==> src/rtl/sqta_microprogram_engine_if.sv <==
// Bundle of run control, qualifier, microstore-write and observation signals
// for the SQTA microprogram engine.
interface sqta_microprogram_engine_if #(
  parameter int NUM_IN     = 3,
  parameter int NUM_OUT    = 3,
  parameter int STATE_BITS = 3,
  parameter int CNT_W      = 8
);
  localparam int TW = $clog2(NUM_IN + 1);
  localparam int W  = TW + 2*STATE_BITS + NUM_OUT;

  logic                  Run;
  logic                  Step;
  logic [NUM_IN-1:0]     X;
  logic                  Wr_en;
  logic [STATE_BITS-1:0] Wr_addr;
  logic [W-1:0]          Wr_data;
  logic [NUM_OUT-1:0]    Z;
  logic [STATE_BITS-1:0] State;
  logic                  Halted;
  logic [CNT_W-1:0]      Cycles;
  logic                  Wr_err;

  modport master (
    output Run, Step, X, Wr_en, Wr_addr, Wr_data,
    input  Z, State, Halted, Cycles, Wr_err
  );

  modport slave (
    input  Run, Step, X, Wr_en, Wr_addr, Wr_data,
    output Z, State, Halted, Cycles, Wr_err
  );
endinterface

==> src/rtl/sqta_microprogram_engine.sv <==
// Single-qualifier two-address microprogrammed sequencer with a runtime-writable
// microstore, run/step control, halt detection and a saturating advance counter.
module sqta_microprogram_engine #(
  parameter int NUM_IN     = 3,
  parameter int NUM_OUT    = 3,
  parameter int STATE_BITS = 3,
  parameter int CNT_W      = 8
) (
  input logic                     Clk,
  input logic                     Rst_n,
  sqta_microprogram_engine_if.slave bus
);
  localparam int TW    = $clog2(NUM_IN + 1);
  localparam int W     = TW + 2*STATE_BITS + NUM_OUT;
  localparam int DEPTH = 2**STATE_BITS;
  localparam logic [TW-1:0] NUM_IN_T = TW'(NUM_IN);

  logic [W-1:0]          mem [DEPTH];
  logic [STATE_BITS-1:0] state_q;
  logic [CNT_W-1:0]      cycles_q;
  logic                  wr_err_q;

  logic [W-1:0]          cur_word;
  logic [TW-1:0]         test_f;
  logic [STATE_BITS-1:0] next0_f;
  logic [STATE_BITS-1:0] next1_f;
  logic [STATE_BITS-1:0] next_state;
  logic [2**TW-1:0]      x_ext;
  logic                  uncond;
  logic                  halted;
  logic                  go;
  logic                  adv;
  logic                  wr_ok;

  function automatic logic [CNT_W-1:0] sat_inc(input logic [CNT_W-1:0] v);
    return (&v) ? v : v + CNT_W'(1);
  endfunction

  // TEST codes beyond the last qualifier select the unconditional branch;
  // padding X to a power of two keeps the qualifier select fully indexed.
  always_comb begin
    cur_word             = mem[state_q];
    test_f               = cur_word[TW-1:0];
    next0_f              = cur_word[TW +: STATE_BITS];
    next1_f              = cur_word[TW+STATE_BITS +: STATE_BITS];
    x_ext                = '0;
    x_ext[NUM_IN-1:0]    = bus.X;
    uncond               = (test_f >= NUM_IN_T);
    next_state           = (!uncond && x_ext[test_f]) ? next1_f : next0_f;
    halted               = uncond && (next0_f == state_q);
    go                   = bus.Run | bus.Step;
    adv                  = go & ~halted;
    wr_ok                = bus.Wr_en & ~go;
  end

  // Reset clears the microstore too, so a program must be reloaded after it.
  always_ff @(posedge Clk) begin
    if (!Rst_n) begin
      state_q  <= '0;
      cycles_q <= '0;
      wr_err_q <= 1'b0;
      for (int i = 0; i < DEPTH; i++) mem[i] <= '0;
    end else begin
      if (adv) begin
        state_q  <= next_state;
        cycles_q <= sat_inc(cycles_q);
      end
      if (wr_ok) mem[bus.Wr_addr] <= bus.Wr_data;
      wr_err_q <= bus.Wr_en & go;
    end
  end

  assign bus.Z      = cur_word[W-1 -: NUM_OUT];
  assign bus.State  = state_q;
  assign bus.Halted = halted;
  assign bus.Cycles = cycles_q;
  assign bus.Wr_err = wr_err_q;
endmodule
==> src/flat_wrapper.sv <==
// flat-port wrapper written by rule: the top's interface ports become plain ports
module sqta_microprogram_engine_flat 
#(
  parameter int NUM_IN     = 3,
  parameter int NUM_OUT    = 3,
  parameter int STATE_BITS = 3,
  parameter int CNT_W      = 8
)
  (Clk, Rst_n, bus_Run, bus_Step, bus_X, bus_Wr_en, bus_Wr_addr, bus_Wr_data, bus_Z, bus_State, bus_Halted, bus_Cycles, bus_Wr_err);
  sqta_microprogram_engine_if #(.NUM_IN(NUM_IN), .NUM_OUT(NUM_OUT), .STATE_BITS(STATE_BITS), .CNT_W(CNT_W)) bus_i ();
  input logic Clk;
  input logic Rst_n;
  input wire logic [$bits(bus_i.Run)-1:0] bus_Run;
  input wire logic [$bits(bus_i.Step)-1:0] bus_Step;
  input wire logic [$bits(bus_i.X)-1:0] bus_X;
  input wire logic [$bits(bus_i.Wr_en)-1:0] bus_Wr_en;
  input wire logic [$bits(bus_i.Wr_addr)-1:0] bus_Wr_addr;
  input wire logic [$bits(bus_i.Wr_data)-1:0] bus_Wr_data;
  output wire logic [$bits(bus_i.Z)-1:0] bus_Z;
  output wire logic [$bits(bus_i.State)-1:0] bus_State;
  output wire logic [$bits(bus_i.Halted)-1:0] bus_Halted;
  output wire logic [$bits(bus_i.Cycles)-1:0] bus_Cycles;
  output wire logic [$bits(bus_i.Wr_err)-1:0] bus_Wr_err;
  assign bus_i.Run = bus_Run;
  assign bus_i.Step = bus_Step;
  assign bus_i.X = bus_X;
  assign bus_i.Wr_en = bus_Wr_en;
  assign bus_i.Wr_addr = bus_Wr_addr;
  assign bus_i.Wr_data = bus_Wr_data;
  assign bus_Z = bus_i.Z;
  assign bus_State = bus_i.State;
  assign bus_Halted = bus_i.Halted;
  assign bus_Cycles = bus_i.Cycles;
  assign bus_Wr_err = bus_i.Wr_err;
  sqta_microprogram_engine #(.NUM_IN(NUM_IN), .NUM_OUT(NUM_OUT), .STATE_BITS(STATE_BITS), .CNT_W(CNT_W)) u_core (.Clk(Clk), .Rst_n(Rst_n), .bus(bus_i));
endmodule
==> config.mk <==
export PLATFORM = sky130hd
export DESIGN_NAME = sqta_microprogram_engine_flat
export DESIGN_NICKNAME = d
export VERILOG_FILES = /design/src/rtl/sqta_microprogram_engine_if.sv /design/src/rtl/sqta_microprogram_engine.sv /design/src/flat_wrapper.sv
export SDC_FILE = /design/constraint.sdc
export NUM_CORES = 1
export LEC_CHECK = 0
export BUFFER_PORTS_ARGS = -buffer_cell sky130_fd_sc_hd__clkbuf_2
export CAP_MARGIN = 0
export CORE_MARGIN = 3
export CORE_UTILIZATION = 30
export CTS_BUF_LIST = sky130_fd_sc_hd__clkbuf_4
export DETAILED_ROUTE_END_ITERATION = 10
export PLACE_DENSITY_LB_ADDON = 0.08
export SYNTH_ARGS = -nofsm -noshare
export SYNTH_HDL_FRONTEND = slang
export SYNTH_SLANG_ARGS = --single-unit
==> constraint.sdc <==
create_clock -name Clk -period 2.96 [get_ports Clk]
set_input_delay 0.148 -clock Clk [delete_from_list [all_inputs] [get_ports Clk]]
set_output_delay 0.148 -clock Clk [all_outputs]
set_load 0.01 [all_outputs]
[Word-level counts from Yosys, hierarchy flattened]
Memories as Yosys holds them, arrays and structs flattened. A register that Yosys moved wholly into a read port is not among the register bits.
Cells that the tools add are included.
Word-level totals
  flip-flop bits (word level): 12
  memory bits (writable): 88
  input bits: 22
  output and inout port bits: 16
  logic and storage cells: 33
  memories: 1
Cells by class
  $add $sub $neg: 1
  $lt $le $gt $ge: 2
  equality and inequality tests: 1
  muxes and demuxes: 12
  bitwise operators: 7
  reductions and logical operators: 6
Memory list
  u_core.mem: depth 8, bits a word 11, read ports 1, clocked after memory_dff 1, wr ports 8, line sqta_microprogram_engine.sv:18  | logic [W-1:0] mem [DEPTH];
Operators by type and width (count)
  3-bit 2-to-1 mux: 4
  11-bit 2-to-1 mux: 1
  11-bit OR reduction: 1
  8-bit by 1-bit adder with 8-bit output (second input constant): 1
  8-bit AND reduction: 1
  1-bit 2-to-1 mux: 6
  1-bit bitwise AND: 3
  3-bit equality test: 1
  2-bit by 3-bit less-than comparator with 1-bit output (second input constant): 1
  1-bit NOT: 3
  1-bit binary-select mux with 2-bit select: 1
  2-bit >= comparator (second input constant): 1
  1-bit logical AND: 2
  2-bit AND reduction: 1
  1-bit logical NOT: 1
  1-bit bitwise OR: 1

[Logic depth before layout (Yosys ltp)]
Gate-level depths: netlist (run 1).
  depth after elaboration: 8
  depth in mapped cells: 11
  mapped depth without buffers: 7

[Worst setup path before layout (run 1)]
No wires, ideal clock.
  path type: register to register
  from: register with a tool-made name
  to: register u_core.cycles_q[6] (netlist: u_core.bus.Cycles[6])
  library setup time: 116 ps
  data arrival time: 2136 ps
  data required time: 2844 ps
  slack: 708 ps
  cell stages (with the launch flop): 8
  buffers on the path: 1
  clock period less this slack: 2252 ps
  path through: dfxtp_1 > mux4_1 > mux2i_1 > nor3_1 > and4_1 > clkbuf_1 > or4_1 > o211a_1
RTL lines
  end signal: assignment: line sqta_microprogram_engine.sv:66  | cycles_q <= sat_inc(cycles_q);
  end: declaration: line sqta_microprogram_engine.sv:20  | logic [CNT_W-1:0] cycles_q;

==> results of run 1 <==
==> stage by stage <==
step                utilization (%)  area [sq um]  power, mW
floorplan                         -          4810       2.73
global placement               34.4          5310       3.12
detailed placement             34.4          5310       3.10
CTS                            35.9          5550       4.12
global route                   36.0          5550       4.29
finish                         36.0          5550       4.07
==> synthesized netlist by cell type, types with 2 or more instances <==
master | instances | area (sq um)
mux2_2 | 3 | 33.8
nand2b_1 | 9 | 56.3
and2_1 | 89 | 557
mux4_1 | 3 | 78.8
inv_1 | 2 | 7.51
clkbuf_1 | 16 | 60.1
o21ai_0 | 11 | 55.1
a22o_1 | 2 | 17.5
a22oi_1 | 6 | 45.0
buf_2 | 2 | 10.0
xor2_1 | 3 | 26.3
or4_1 | 4 | 30.0
edfxtp_1 | 88 | 2640
a21oi_1 | 7 | 35.0
a2111o_1 | 3 | 33.8
mux2i_1 | 23 | 230
nand3_1 | 3 | 15.0
nor2_1 | 13 | 48.8
mux4_2 | 11 | 248
nand2_1 | 16 | 60.1
nor2b_1 | 5 | 31.3
nor3_1 | 4 | 20.0
a2111oi_0 | 3 | 26.3
dfxtp_1 | 15 | 300
nor4_1 | 4 | 25.0
==> state kept, by name, indices dropped and copies added, names as in the netlist, named ones only <==
signal,count
u_core.bus.State,3
u_core.bus.Cycles,8
u_core.bus.Wr_err,1
u_core.mem,88
==> final cells by class <==
class | instances | area, sq um | share of cell area, %
flip-flops and latches | 103 | 2940 | 53.1
multi-input cells | 231 | 1750 | 31.6
repair buffers | 61 | 373 | 6.72
well taps | 211 | 264 | 4.76
clock inverters | 6 | 133 | 2.39
clock buffers | 10 | 75.1 | 1.35
inverters | 2 | 7.51 | 0.135
==> cell families (layout without fill, tap and decap cells) <==
logic type                 after synthesis  in the layout
and+or+nand+nor                        151            151
adders and majority gates                1              1
DFF                                    103            103
AOI/OAI and AO/OA                       36             36
buffers and inverters                   23             79
muxes                                   40             40
xor gates and xnor gates                 3              3
==> report_power, final <==
group	total (mW)	internal (mW)	switching (mW)
clock network	1.00	0.521	0.483
logic	1.26	0.591	0.670
registers	1.80	1.69	0.108
total	4.07	2.81	1.26
==> critical path: stages (launching register included) <==
cell       delay, ns
dfxtp_2         0.55
buf_4           0.35
mux4_2          0.56
nor2b_1         0.15
a2111oi_0       0.85
a2111o_1        0.24
a21oi_1         0.07
==> per-layer routing <==
| layer | vias up | share of wire, % |
|---|---|---|
| met5 | - | 0 |
| met4 | 0 | 0.69 |
| met3 | 6 | 5.6 |
| met2 | 72 | 47 |
| met1 | 1437 | 47 |
| li1 | 1413 | - |
==> worst paths after layout <==
kind | endpoint | slack (ns) | cells after the start
hold / removal | u_core.mem[0][10]$_SDFFCE_PN0P_ | 0.05 | 2
setup reg to reg | register | 0.09 | 6
setup / recovery | register | 0.09 | 6
hold reg to reg | u_core.bus.Cycles[5]$_SDFFE_PN0P_ | 0.50 | 2
==> what timing repair did <==
item                                   in CTS  in global routing
endpoints found under the hold margin       4                  0
resized for setup                           1                  1
hold buffers                                3                  0
setup endpoints to repair                   1                  1
==> flow_metrics.tcl, run 1 <==
set metrics [dict create \
    status "completed" \
    tns_ns 0 \
    worstPathMaxFanout 12 \
    die_w_microns 133 \
    critPathCaptureType "register" \
    num-nets-final 431 \
    post_cts_buffers 0 \
    drive_above_1_share_pct 21.5 \
    grt_use_met2_pct 22.6 \
    synth_area_per_cell_sq_um 13.5 \
    min_period_over_period_pct 97.0 \
    drv_slew 0 \
    path_clk_slew_ns 0.16 \
    final_cell_mix "and2_1 (89), edfxtp_1 (88), clkbuf_2 (37)" \
    n_antenna_cell 0 \
    io_buffers 37 \
    p_leak_nw 2.02 \
    start_util_pct 31.2 \
    async_reset_ff_share_pct 0 \
    drc 0 \
    relSlewSlack_pct 34.1 \
    ctsRootBufferMaster "clkbuf_4" \
    p_per_area_nw_per_um2 733 \
    hold_path_class "in2reg" \
    clock-sinks 103 \
    whs_ns 0.0534 \
    synth_xor_xnor_area_share_pct 0.547 \
    netlist_instances 357 \
    timing.final.crit_period_ns 2.87 \
    synth-edff-count 88 \
    grt_util_met1_pct 18.7 \
    yosys.area_share.adder_pct 0.260 \
    ctsLongestPathBuffers 2 \
    area_growth_syn_to_layout_pct 15.4 \
    grt.overflow.total 0 \
    htree_levels 3 \
    track_usage_pct 14.1 \
    dr.pass1.iters 5 \
    final_hold_viol_count 0 \
    row_count 45 \
    fill_cells 1545 \
    min_from "bus_Wr_data[10]" \
    critPathRequiredTime_ns 3.33 \
    drt_first_iter_violations 189 \
    synth_fp_nets 380 \
    place_inst 605 \
    ant_nets 0 \
    via_per_inst 4.69 \
    mostFrequentLayoutCell "and2_1" \
    cts_tree "done" \
    ioPinCount 38 \
    die_h_microns 133 \
    max_freq_ghz 0.348 \
    cap_violations 0 \
    synth_top_family_by_area "simple AND/OR/NAND/NOR gates" \
    worst_pin_slew_ns 0.963 \
    ys_types 37 \
    synthFlopType "edfxtp_1" \
    setup_slack_ns 0.0893 \
    grt.busiest_layer "met2" \
    cts_buffers 9 \
    yosys_warnings 0 \
    core_sq_um 15400 \
    final_cells 624 \
    ys_ff_latch 103 \
    place_ws_ns 0.155 \
    synth_compound_area_share_pct 5.15 \
    grt_pass1_vias 2955 \
    clock_skew_ns 0.0170 \
    clkLatencyLatePin_ns 0.47 \
    met3_usage_pct 4.26 \
    worst-setup-path-type "reg2reg" \
    place.gp.congestion 0.721 \
    synthSimpleGateAreaFrac_pct 18.1 \
    vias 2928 \
    grt_antenna_before_repair 0 \
    rsz0062_at_grt "false" \
    seq_area_frac_synth_pct 61.2 \
    ir_drop_mv 0.257 \
    grt_pass1_wl_microns 18200 \
    yosys-mux-area-fraction_pct 12.3 \
    crit_arrival_ns 3.24 \
    routed_wl_microns 12000 \
    wl_per_cell_microns 19.3 \
    syn_area_sq_um 4810 \
    grt_start_max_net_pins 24 \
    die-area_sq_um 17600 \
    dp_hpwl_microns 7930 \
    start_kind "register" \
    final-setup-viol-count 0 \
]
No activity file was read; power rests on OpenSTA's default activity.
==> run 2: changes to the inputs <==
--- a/config.mk
+++ b/config.mk
@@ -7,7 +7,9 @@
 export LEC_CHECK = 0
 export BUFFER_PORTS_ARGS = -buffer_cell sky130_fd_sc_hd__clkbuf_2
 export CAP_MARGIN = 0
-export CORE_MARGIN = 3
+export CELL_PAD_IN_SITES_DETAIL_PLACEMENT = 1
+export CELL_PAD_IN_SITES_GLOBAL_PLACEMENT = 1
+export CORE_MARGIN = 5
 export CORE_UTILIZATION = 30
 export CTS_BUF_LIST = sky130_fd_sc_hd__clkbuf_4
 export DETAILED_ROUTE_END_ITERATION = 10
==> constraint.sdc (replaced) <==
create_clock -name Clk -period 3 [get_ports Clk]
set_input_delay 0.15 -clock Clk [delete_from_list [all_inputs] [get_ports Clk]]
set_output_delay 0.15 -clock Clk [all_outputs]
set_load 0.01 [all_outputs]
==> flow_metrics.tcl, run 2 (same netlist as run 1, synthesis figures left out) <==
set metrics [dict create \
    status "completed" \
    die_w_microns 137 \
    start_kind "register" \
    ioPinCount 38 \
    cp_slowest_cell "a2111oi_0" \
    worst_pin_slew_ns 1.06 \
    p_leak_nw 2.00 \
    grt_antenna_before_repair 0 \
    cts_tree "done" \
    max_freq_ghz 0.341 \
    power_frac_seq_pct 47.4 \
    via_per_inst 4.68 \
    grt.overflow.total 0 \
    area_growth_syn_to_layout_pct 15.1 \
    routed_wl_microns 12500 \
    grt_pass1_vias 3185 \
    final_hold_viol_count 0 \
    grt_start_max_net_pins 24 \
    pwr-share-clk_pct 18.5 \
    worst-r2r-setup-slack_ns 0.07 \
    htree_levels 3 \
    switching_power_mw 1.31 \
    dr.pass1.iters 4 \
    clock_skew_ns 0.0236 \
    timing.final.crit_period_ns 2.93 \
    grt_util_met1_pct 17.8 \
    row_count 46 \
    die_h_microns 137 \
    drt_first_iter_violations 134 \
    rsz0062_at_grt "false" \
    final_cells 636 \
    grt_pass1_wl_microns 19100 \
    dp_hpwl_microns 8630 \
    crit_buf_inv 1 \
    path_clk_slew_ns 0.17 \
    drc 0 \
    final-setup-viol-count 0 \
    start_util_pct 30.4 \
    grt_use_met2_pct 25.0 \
    cap_violations 0 \
    path_cells "buf_4 > mux2i_1 > a22o_1 > o21ai_0 > o311a_1 > a2111oi_0 > a2111o_1 > a21oi_1" \
    switching_share_pct 34.8 \
    core_sq_um 15800 \
    final_cell_mix "and2_1 (89), edfxtp_1 (88), clkbuf_2 (37)" \
    tns_ns 0 \
    wl_per_cell_microns 19.7 \
    ir_drop_mv 0.225 \
    min_period_over_period_pct 97.6 \
    ant_nets 0 \
    met3_usage_pct 3.46 \
    clock-sinks 103 \
    pwr-share-comb_pct 34.1 \
    ctsRootBufferMaster "clkbuf_4" \
    num-nets-final 437 \
    cts_buffers 9 \
    slowest_delay_ns 0.92 \
    p_int_mw 2.44 \
    drive_above_1_share_pct 21.2 \
    worstPathMaxFanout 19 \
    io_buffers 37 \
    top_register "u_core.mem" \
    crit_arrival_ns 3.30 \
    die-area_sq_um 18700 \
    worst-setup-path-type "reg2reg" \
    mostFrequentLayoutCell "and2_1" \
    hold_path_class "in2reg" \
    vias 2974 \
    p_per_area_nw_per_um2 677 \
    relSlewSlack_pct 27.8 \
    place_inst 610 \
    cp_top_family "compound AO/OA/AOI/OAI gates" \
    post_cts_buffers 0 \
    track_usage_pct 14.3 \
    largest_register_ffs 88 \
    grt.busiest_layer "met2" \
    place.gp.congestion 0.706 \
    finish.utilization_pct 34.9 \
    critPathRequiredTime_ns 3.37 \
    clkLatencyLatePin_ns 0.49 \
    drv_slew 0 \
    critPathCaptureType "register" \
    whs_ns 0.0486 \
    ctsLongestPathBuffers 2 \
]
run 2: worst paths after layout:
kind	start	endpoint	cells past startpoint
worst min register to register	u_core.bus.Cycles[5]$_SDFFE_PN0P_	u_core.bus.Cycles[5]$_SDFFE_PN0P_	2
worst max register to register	register	u_core.bus.State[1]$_SDFFE_PN0P_	8
worst max-delay path	register	u_core.bus.State[1]$_SDFFE_PN0P_	8
worst min-delay path	bus_Wr_data[4]	u_core.mem[4][4]$_SDFFCE_PN0P_	2
run 2: final cells by class:
| cell class | count | area (sq um) |
|---|---|---|
| clock buffers | 9 | 67.6 |
| diodes | 1 | 2.50 |
| repair buffers | 67 | 433 |
| fillers | 1702 | 10300 |
| well taps | 216 | 270 |
| clock inverters | 7 | 55.1 |
| flip-flops and latches | 103 | 2940 |
| inverters | 2 | 7.51 |
| multi-input cells | 231 | 1750 |
run 2: metal layers:
layer | wire length (microns) | part of all wire [%]
met2 | 6490 | 52
met1 | 5500 | 44
met4 | 121 | 0.97
met3 | 426 | 3.4
met5 | 0 | 0
run 2: timing repair:
action | 4_1_cts | 5_1_grt
gates resized for setup | 0 | 3
hold buffers | 9 | 0
hold endpoints to repair | 49 | 0
setup endpoints to repair | 0 | 5
run 2: stage by stage:
| stage | power (mW) | worst slack [ns] | cell area (sq um) |
|---|---|---|---|
| 2_1_floorplan | 2.70 | 0.748 | 4810 |
| 3_3_place_gp | 3.09 | 0.180 | 5310 |
| 3_5_place_dp | 3.09 | 0.129 | 5310 |
| 4_1_cts | 3.81 | 0.0657 | 5530 |
| 5_1_grt | 3.99 | 0.00446 | 5530 |
| 6_report | 3.75 | 0.0716 | 5530 |
run 2: power groups by stage:
| stage | Clock, mW | Combinational (mW) | Sequential, mW |
|---|---|---|---|
| 4_1_cts | 0.734 | 1.29 | 1.78 |
| 3_3_place_gp | 0 | 1.27 | 1.82 |
| 5_1_grt | 0.790 | 1.41 | 1.80 |
| 3_5_place_dp | 0 | 1.28 | 1.81 |
| 6_report | 0.692 | 1.28 | 1.78 |
| 2_1_floorplan | 0 | 0.924 | 1.77 |
==> run 3: changes to the inputs <==
--- a/config.mk
+++ b/config.mk
@@ -11,7 +11,7 @@
 export CELL_PAD_IN_SITES_GLOBAL_PLACEMENT = 1
 export CORE_MARGIN = 5
 export CORE_UTILIZATION = 30
-export CTS_BUF_LIST = sky130_fd_sc_hd__clkbuf_4
+export CTS_BUF_LIST = sky130_fd_sc_hd__clkbuf_4 sky130_fd_sc_hd__clkbuf_8
 export DETAILED_ROUTE_END_ITERATION = 10
 export PLACE_DENSITY_LB_ADDON = 0.08
 export SYNTH_ARGS = -nofsm -noshare
==> flow_metrics.tcl, run 3 (same netlist as run 1, synthesis figures left out) <==
set metrics [dict create \
    max_freq_ghz 0.350 \
    ioPinCount 38 \
    row_count 46 \
    die_h_microns 137 \
    post_cts_buffers 0 \
    top_register "u_core.mem" \
    start_kind "register" \
    io_buffers 37 \
    worst_pin_slew_ns 0.949 \
    start_util_pct 30.4 \
    grt_pass1_vias 3155 \
    ctsLongestPathBuffers 2 \
    critPathCaptureType "register" \
    grt_start_max_net_pins 24 \
    track_usage_pct 14.2 \
    status "completed" \
    drive_above_1_share_pct 21.4 \
    clock-sinks 103 \
    finish.utilization_pct 34.8 \
    via_per_inst 4.66 \
    rsz0062_at_grt "false" \
    htree_levels 3 \
    grt_antenna_before_repair 0 \
    worst-setup-path-type "reg2reg" \
    min_period_over_period_pct 95.2 \
    vias 2929 \
    final_cell_mix "and2_1 (89), edfxtp_1 (88), clkbuf_2 (37)" \
    drv_slew 0 \
    ir_drop_mv 0.285 \
    p_per_area_nw_per_um2 705 \
    drt-met1-wl_microns 5610 \
    num-nets-final 430 \
    maxUsedRoutingLayer "met4" \
    power_mw 3.89 \
    largest_register_ffs 88 \
    clkLatencyLatePin_ns 0.39 \
    wl_per_cell_microns 19.9 \
    routed_wl_microns 12500 \
    cts_buffers 9 \
    crit_arrival_ns 3.12 \
    tns_ns 0 \
    drc 0 \
    worstPathMaxFanout 19 \
    mostFrequentLayoutCell "and2_1" \
    cap_violations 0 \
    die-area_sq_um 18700 \
    cts_tree "done" \
    hold_path_class "in2reg" \
    timing.final.crit_period_ns 2.85 \
    met3WireLength_microns 374 \
    relSlewSlack_pct 35.1 \
    whs_ns 0.131 \
    grt.overflow.total 0 \
    drt_first_iter_violations 121 \
    place.gp.congestion 0.706 \
    final_hold_viol_count 0 \
    wl_met2_microns 6430 \
    core_sq_um 15800 \
    place_ws_ns 0.129 \
    die_w_microns 137 \
    dp_hpwl_microns 8630 \
    n_antenna_cell 0 \
    clock_skew_ns 0.0143 \
    critPathRequiredTime_ns 3.27 \
    grt_pass1_wl_microns 19100 \
    ctsRootBufferMaster "clkbuf_8" \
    area_growth_syn_to_layout_pct 14.7 \
    ant_nets 0 \
    final-setup-viol-count 0 \
    path_clk_slew_ns 0.11 \
    setup_slack_ns 0.145 \
    p_leak_nw 1.99 \
    dr.pass1.iters 4 \
]
[run 3: cell types whose count changed in the layout (fill, tap and decap cells not counted)]
cell,before,now
dlygate4sd3_1,9,2
and4_2,1,0
and4_1,0,1
clkbuf_8,0,9
diode_2,1,0
clkbuf_4,9,0
[run 3: layer usage]
| layer | global-route usage [%] | vias to the layer above |
|---|---|---|
| li1 | - | 1407 |
| met1 | 17.7 | 1477 |
| met2 | 24.9 | 38 |
| met3 | 3.79 | 7 |
| met4 | 2.86 | 0 |
| met5 | 0 | - |
[run 3: final cells by class]
type / count / area [sq um]
Inverter: 2 / 7.51
Timing Repair Buffer: 60 / 363
Clock inverter: 7 / 55.1
Sequential cell: 103 / 2940
Multi-Input combinational cell: 231 / 1750
Fill cell: 1698 / 10300
Clock buffer: 9 / 124
Tap cell: 216 / 270
[run 3: per-stage QoR]
step,instance area [sq um],std cells
floorplan,4810,357
global placement,5310,610
detailed placement,5310,610
CTS,5510,628
global route,5510,628
finish,5510,628
[run 3: critical path: stages, from the launching register on]
cell and delay (ns):
dfxtp_2 0.38, buf_4 0.36, mux2i_1 0.29, a22o_1 0.22, o21ai_0 0.10, o311a_1 0.22, a2111oi_0 0.84, a2111o_1 0.25
a21oi_1 0.08
[run 3: report_power, final]
group          total [mW]  leakage, nW  internal [mW]  switching [mW]
clock               0.839       0.0818          0.311           0.528
combinational        1.27        0.951          0.584           0.687
sequential           1.78        0.960           1.67           0.105
total                3.89         1.99           2.57            1.32
[run 3: repair_timing]
item | CTS | global route
endpoints found under the setup margin | 0 | 4
resized for setup | 0 | 2
hold endpoints to repair | 1 | 0
hold buffers | 2 | 0
[run 3: worst paths after layout]
check                                          from                           endpoint  slack (ns)  cells after the start
setup / recovery                           register   u_core.bus.State[1]$_SDFFE_PN0P_        0.15                      8
hold reg to reg   u_core.bus.Cycles[5]$_SDFFE_PN0P_  u_core.bus.Cycles[5]$_SDFFE_PN0P_        0.51                      2
setup reg to reg                           register   u_core.bus.State[1]$_SDFFE_PN0P_        0.15                      8
hold / removal                       bus_Wr_data[7]     u_core.mem[5][7]$_SDFFCE_PN0P_        0.13                      2
